--- src/rtl/pipe_int_mul_varlat.sv ---
// Variable-latency radix-2^RADIX_BITS shift-add integer multiplier with valid/ready on both sides.
// Define PIPE_INT_MUL_EARLY_TERM_EN to end CALC once the remaining multiplier bits are zero.
module pipe_int_mul_varlat #(
    parameter int WIDTH      = 32,
    parameter int RADIX_BITS = 2
) (
    input  logic                 clk,
    input  logic                 reset,
    input  logic                 in_val,
    output logic                 in_rdy,
    input  logic [WIDTH-1:0]     in_a,
    input  logic [WIDTH-1:0]     in_b,
    input  logic                 in_signed,
    output logic                 out_val,
    input  logic                 out_rdy,
    output logic [2*WIDTH-1:0]   out_p
);
    localparam int STEPS = WIDTH / RADIX_BITS;
    localparam int SHW   = $clog2(WIDTH) + 1;

    generate
        if ((WIDTH % RADIX_BITS) != 0 || RADIX_BITS < 1) begin : g_bad_radix
            $error("pipe_int_mul_varlat: WIDTH must be a multiple of RADIX_BITS");
        end
    endgenerate

    typedef enum logic [1:0] {IDLE, CALC, DONE} state_t;
    state_t state, state_nxt;

    logic [WIDTH-1:0]            a_mag, b_rem, a_abs, b_abs, b_nxt;
    logic                        neg;
    logic [2*WIDTH-1:0]          acc, acc_nxt, pp_ext;
    logic [WIDTH+RADIX_BITS-1:0] pp;
    logic [SHW-1:0]              shift;
    logic                        accept, calc_last;

    assign accept = in_val & in_rdy;
    assign a_abs  = (in_signed & in_a[WIDTH-1]) ? -in_a : in_a;
    assign b_abs  = (in_signed & in_b[WIDTH-1]) ? -in_b : in_b;

    // One radix digit of the multiplier per cycle, shifted into place in the accumulator.
    assign pp      = {{RADIX_BITS{1'b0}}, a_mag} * {{WIDTH{1'b0}}, b_rem[RADIX_BITS-1:0]};
    assign pp_ext  = (2*WIDTH)'(pp) << shift;
    assign acc_nxt = acc + pp_ext;
    assign b_nxt   = b_rem >> RADIX_BITS;

`ifdef PIPE_INT_MUL_EARLY_TERM_EN
    assign calc_last = (b_nxt == '0);
`else
    localparam int CW = $clog2(STEPS) + 1;
    logic [CW-1:0] cnt;

    always_ff @(posedge clk or negedge reset) begin
        if (!reset)
            cnt <= '0;
        else if (accept)
            cnt <= CW'(STEPS - 1);
        else if (state == CALC && cnt != '0)
            cnt <= cnt - CW'(1);
    end

    assign calc_last = (cnt == '0);
`endif

    always_ff @(posedge clk or negedge reset) begin
        if (!reset)
            state <= IDLE;
        else
            state <= state_nxt;
    end

    always_comb begin
        state_nxt = state;
        case (state)
            IDLE:    if (accept) state_nxt = CALC;
            CALC:    if (calc_last) state_nxt = DONE;
            DONE:    if (out_rdy) state_nxt = IDLE;
            default: state_nxt = IDLE;
        endcase
    end

    always_comb begin
        in_rdy  = (state == IDLE);
        out_val = (state == DONE);
    end

    always_ff @(posedge clk or negedge reset) begin
        if (!reset) begin
            a_mag <= '0;
            b_rem <= '0;
            neg   <= 1'b0;
            acc   <= '0;
            shift <= '0;
            out_p <= '0;
        end else if (accept) begin
            a_mag <= a_abs;
            b_rem <= b_abs;
            neg   <= in_signed & (in_a[WIDTH-1] ^ in_b[WIDTH-1]);
            acc   <= '0;
            shift <= '0;
        end else if (state == CALC) begin
            acc   <= acc_nxt;
            b_rem <= b_nxt;
            shift <= shift + SHW'(RADIX_BITS);
            // Product is sign-corrected once, on the way into DONE, and held there.
            if (calc_last)
                out_p <= neg ? -acc_nxt : acc_nxt;
        end
    end
endmodule

--- config.mk ---
export PLATFORM = sky130hd
export DESIGN_NAME = pipe_int_mul_varlat
export DESIGN_NICKNAME = d
export VERILOG_FILES = /design/src/rtl/pipe_int_mul_varlat.sv
export SDC_FILE = /design/constraint.sdc
export NUM_CORES = 1
export LEC_CHECK = 0
export CORE_ASPECT_RATIO = 2
export CORE_MARGIN = 4
export CORE_UTILIZATION = 41
export CTS_CLUSTER_SIZE = 8
export DETAILED_ROUTE_END_ITERATION = 6
export GPL_TIMING_DRIVEN = 1
export PLACE_DENSITY_LB_ADDON = 0.2
export REMOVE_ABC_BUFFERS = 1
export SLEW_MARGIN = 5
export SYNTH_ARGS = -nofsm -noshare
export SYNTH_HDL_FRONTEND = slang
export SYNTH_SLANG_ARGS = --single-unit
--- constraint.sdc ---
create_clock -name clk -period 9.2 [get_ports clk]
set_input_delay 1.84 -clock clk [delete_from_list [all_inputs] [get_ports clk]]
set_output_delay 1.84 -clock clk [all_outputs]
set_load 0.02 [all_outputs]
==> out/metrics.cfg, run 1 <==
[outcome]
status=complete, but fails checks
violations=DRC

[grt]
grt_antenna_before_repair=0
first_global_vias=19400
grt_overflow=0
grt_pass1_wl_mm=111
groute.usage.overall=0.276
grt_max_degree=130
met2_usage=0.542
grt_busiest_layer=met2
gr-usage-met3=0.0265
met1_usage=0.265

[detailed_routing]
via_per_inst=5.97
dr_total_vias=19300
drcViolationCount=1
drt_wl_total_mm=72.5
routedWlPerCell_um=22.4
final_antenna_net_count=0
drt-initial-drc-count=1050
drt-pass1-iter-count=7

[sta]
final_max_slew_viol_count=0
fmax_ghz=0.115
min_period_ns=8.73
fin_tns_setup_ns=0
rsz0062_at_grt=no
timing.final.crit_share=0.949
setup_viol=0
relSlewSlack=0.402
hold_slack_ns=0.473
hold_violations=0
worst_slew_pin_slew_ns=0.895
skew_ns=0.0290

[critical_path]
reg2regPathDepth=30
critPathMaxStageDelay_ns=0.58
crit_arrival_ns=9.19
startpoint_type=flop
r2r-start=b_rem[0]
r2r_slack_ns=0.47
cp_common_cell=buf_4
timing.rr.end=out_p[60]
crit_slowest_cell=or4b_1
cp_max_fo=28
path_class=flop to flop
crit_path_end_kind=flop
cp.required_ns=9.66

[placed_design]
hpwl_mm=57.9
portBuffers=134
place_congestion=1.00

[logic_synthesis]
postSynthCellCount=2503
synthDominantCellAreaShare=0.264
ys_seq_area_frac=0.264
ys.flop_type=dfrtp_1
synth-edff-count=0
synth_area_leaders=dfrtp_1, o21ai_0, nand2_1
syn_area_sq_mm=0.0194
synth_area_per_cell_sq_um=7.76
yosysWarnings=0
synth_seq_cells=205
yosys.area.top_type=dfrtp_1
synthArstFlopShare=1.00
synth_cell_types=100

[cells_and_area]
layout-drive-gt1-share=0.0789
nFillCells=4831
area_growth_pct=15.9
insertedDiodeCount=0
fin_util=0.481
nNetsFinal=2779

[floorplanning]
die-area_sq_mm=0.0511
die_x_um=162
io-pin-count=135
rows=112
core_area_sq_mm=0.0468
start_util=0.415
fp.dieH_um=316

[clock_tree]
cts_buffer_depth=3
path_clk_slew_ns=0.05
post_cts_buffers=0
cts_inserted_buffers=29
cts.sinks=205
clk_latency_ns=0.61
root_buffer=clkbuf_16
cts_tree=yes
postCtsHoldBufs=0
h-tree-depth=1

[hold_path]
min_to=out_p[28]
hp-class=flop to flop
hold_path_depth=2
hp-start=out_p[28]

[run]
maxCapViolations=0

-- worst max-delay path by stage --
stage                         from        end  slack, ns
after floorplan           b_rem[0]  out_p[53]       1.76
after global placement    b_rem[0]  out_p[58]      -0.32
after detailed placement  b_rem[0]  out_p[60]      -0.36
after CTS                 b_rem[0]  out_p[60]       0.04
after global routing      b_rem[0]  out_p[46]       0.07
final                     b_rem[0]  out_p[60]       0.47
-- layout make-up --
class | count | area (sq um) | share of cell area
Timing Repair Buffer | 237 | 2140 | 0.0952
Clock buffer | 32 | 737 | 0.0327
Multi-Input combinational cell | 2093 | 13500 | 0.601
Inverter | 42 | 158 | 0.00700
Sequential cell | 205 | 5130 | 0.228
Clock inverter | 1 | 20.0 | 0.000889
Tap cell | 627 | 785 | 0.0349
-- state kept, by name, summed over array words and instances, names as in the netlist --
signal,cells
state,2
out_p,64
acc,64
a_mag,32
neg,1
shift,5
cnt,5
b_rem,32
-- cell families after synthesis --
| group | synth area share |
|---|---|
| and+or+nand+nor | 0.224 |
| muxes | 0.0350 |
| adders and majority gates | 0.0665 |
| DFF | 0.264 |
| AOI/OAI and AO/OA | 0.278 |
| buffers and inverters | 0.0427 |
| xor gates and xnor gates | 0.0888 |
-- Yosys cell counts, types with 15 or more instances --
cell / count
a22oi_1: 32
or4_1: 17
xnor2_1: 108
xor2_1: 89
or3_1: 18
a211oi_1: 26
dfrtp_1: 205
a31oi_1: 26
o21ai_0: 264
o22ai_1: 18
nand2_1: 334
nor3_1: 46
o31ai_1: 42
o21a_1: 15
nor2_1: 184
and2_1: 89
nand4_1: 39
a22o_1: 29
clkbuf_1: 128
nor4_1: 19
inv_1: 40
a21o_1: 50
nand3_1: 66
mux2_2: 16
o211ai_1: 22
a21oi_1: 166
ha_1: 100
mux2i_1: 41
nand2b_1: 19
-- critical path, delay by kind of cell, from the launching register on --
kind | cells | cell delay [ns]
simple gates | 9 | 2.92
xor+xnor | 2 | 0.50
fa+ha+maj | 2 | 0.76
flops | 1 | 0.55
buf+inv | 3 | 0.60
mux | 3 | 0.77
compound gates | 11 | 2.48
-- cell usage in the layout, fill, tap and decap left out, drive strengths merged, types with 7 or more instances in the layout --
cell             n
xnor2          108
buf            103
clkdlybuf4s50  133
or2              7
nor4            21
a21o            50
a211o            8
a22oi           32
o21a            15
xor2            89
a21oi          171
nor2b           10
a22o            29
or4             18
nor2           184
o21bai          12
nand4           39
o21ai          279
mux2            16
nor3            47
o211ai          23
clkbuf          33
ha             100
o41ai           12
mux2i           41
a211oi          26
and4             7
inv             43
or3             18
o31ai           42
o22ai           18
and2            92
a21boi           8
and3             9
nand2b          20
a31oi           28
nand2          335
dfrtp          205
nand3           66
o311ai           7
-- per-stage QoR --
stage / std cells / cell area (sq um) / worst slack [ns]
2_1_floorplan: 2340 / 18800 / 1.76
3_3_place_gp: 3204 / 21700 / -0.316
3_5_place_dp: 3204 / 21700 / -0.357
4_1_cts: 3237 / 22500 / 0.0423
5_1_grt: 3237 / 22500 / 0.0684
6_report: 3237 / 22500 / 0.469
-- metal layers --
metal  up-vias  wire length, um
li1       9341                -
met1      9271            24600
met2       527            39500
met3       193             2520
met4         0             5820
met5         -                0
-- repair_timing --
action / CTS / global route
hold endpoints to repair: 0 / 0
resized for setup: 2 / 6
setup endpoints to repair: 9 / 29
Power of run 1 is not shown: default switching activity piles up to over one toggle a cycle in this logic, so the estimate is an artifact.
==> run 2: changes to the inputs <==
- CORE_ASPECT_RATIO: 2 -> 1.4
- DONT_BUFFER_PORTS: not set -> 1
==> out/metrics.cfg, run 2 (synthesis gave the netlist of run 1 again) <==
[outcome]
status=finished, final reports clean

[detailed_routing]
via_per_inst=6.04
drt_wl_total_mm=65.8
drt-pass1-iter-count=5
final_antenna_net_count=0
drt-initial-drc-count=1225
dr_total_vias=18500
drcViolationCount=0
routedWlPerCell_um=21.5

[clock_tree]
path_clk_slew_ns=0.05
cts_tree=yes
h-tree-depth=1
cts.sinks=205
post_cts_resized=0
cts_buffer_depth=3
postCtsHoldBufs=0
post_cts_buffers=0
cts_inserted_buffers=30
clk_latency_ns=0.58
root_buffer=clkbuf_16

[run]
maxCapViolations=0

[sta]
hold_violations=0
setup_viol=0
final_max_slew_viol_count=0
skew_ns=0.0167
fin_tns_setup_ns=0
hold_slack_ns=0.481
timing.final.crit_share=0.945
fmax_ghz=0.115
rsz0062_at_grt=no
min_period_ns=8.69
worst_slew_pin_slew_ns=1.06
relSlewSlack=0.291

[critical_path]
path_class=flop to flop
cp_max_fo=35
critPathMaxStageDelay_ns=0.66
crit_arrival_ns=9.15
startpoint_type=flop
cp.required_ns=9.66
crit_path_end_kind=flop
crit_slowest_cell=or4_4

[floorplanning]
core_area_sq_mm=0.0469
die_x_um=192
die-area_sq_mm=0.0510
start_util=0.414
rows=94
fp.dieH_um=266
io-pin-count=135

[cells_and_area]
mostFrequentLayoutCells=nand2_1, o21ai_0, dfrtp_1, nor2_1, a21oi_1
insertedDiodeCount=0
nNetsFinal=2605
register_area_sq_mm=0.00513
area_growth_pct=7.38
layout-drive-gt1-share=0.0685
multi_input_area_sq_mm=0.0135
final_common_cell=nand2_1
nFillCells=4728
fin_area_sq_mm=0.0209
top_regs=acc (64), out_p (64)

[placed_design]
place_area_sq_mm=0.0200
place_congestion=0.957
hpwl_mm=50.7
portBuffers=0

[grt]
groute.usage.overall=0.252
grt_pass1_wl_mm=103
grt_max_degree=206
first_global_vias=18400
grt_overflow=0
grt_antenna_before_repair=1

[hold_path]
hp-class=flop to flop

==> run 2: area by class of cell <==
class | count | share of cell area
Tap cell | 624 | 0.0374
Sequential cell | 205 | 0.246
Multi-Input combinational cell | 2093 | 0.648
Inverter | 42 | 0.00756
Timing Repair Buffer | 62 | 0.0229
Clock inverter | 3 | 0.00138
Clock buffer | 33 | 0.0365
==> run 2: routing by layer <==
metal,wire length (um),global-route usage
met5,13,0
met4,3310,0.110
met3,2930,0.0274
met2,33200,0.453
met1,26300,0.301
==> run 2: worst paths after layout <==
kind                       depth (start not counted)         to       from  slack (ns)
setup / recovery                                  28  out_p[53]   b_rem[0]        0.51
hold / removal                                     2  b_rem[31]  b_rem[31]        0.48
setup reg to reg                                  28  out_p[53]   b_rem[0]        0.51
hold reg to reg                                    2  b_rem[31]  b_rem[31]        0.48
max in group asynchronous                          0    acc[43]      reset        7.83
min in group asynchronous                          0   a_mag[3]      reset        0.97
==> run 2: worst max-delay path, delay by kind of cell, from the launching register on <==
| kind | cells | cell delay, ns |
|---|---|---|
| multiplexers | 4 | 1.05 |
| adder cells (fa/ha/maj) | 2 | 0.75 |
| AND/OR/NAND/NOR | 7 | 2.48 |
| XOR/XNOR | 2 | 0.49 |
| AO/OA/AOI/OAI | 12 | 3.03 |
| flip-flops | 1 | 0.58 |
| buffers and inverters | 1 | 0.17 |
==> run 2: stage by stage <==
stage | instances | utilization | worst slack [ns]
final | 3062 | 0.444 | 0.506
after global routing | 3062 | 0.444 | 0.00282
after CTS | 3062 | 0.444 | 0.110
after detailed placement | 3026 | 0.427 | 0.135
after global placement | 3026 | 0.427 | 0.0885
after floorplan | 2340 | - | 1.76
Power of run 2 is left out for the same reason.
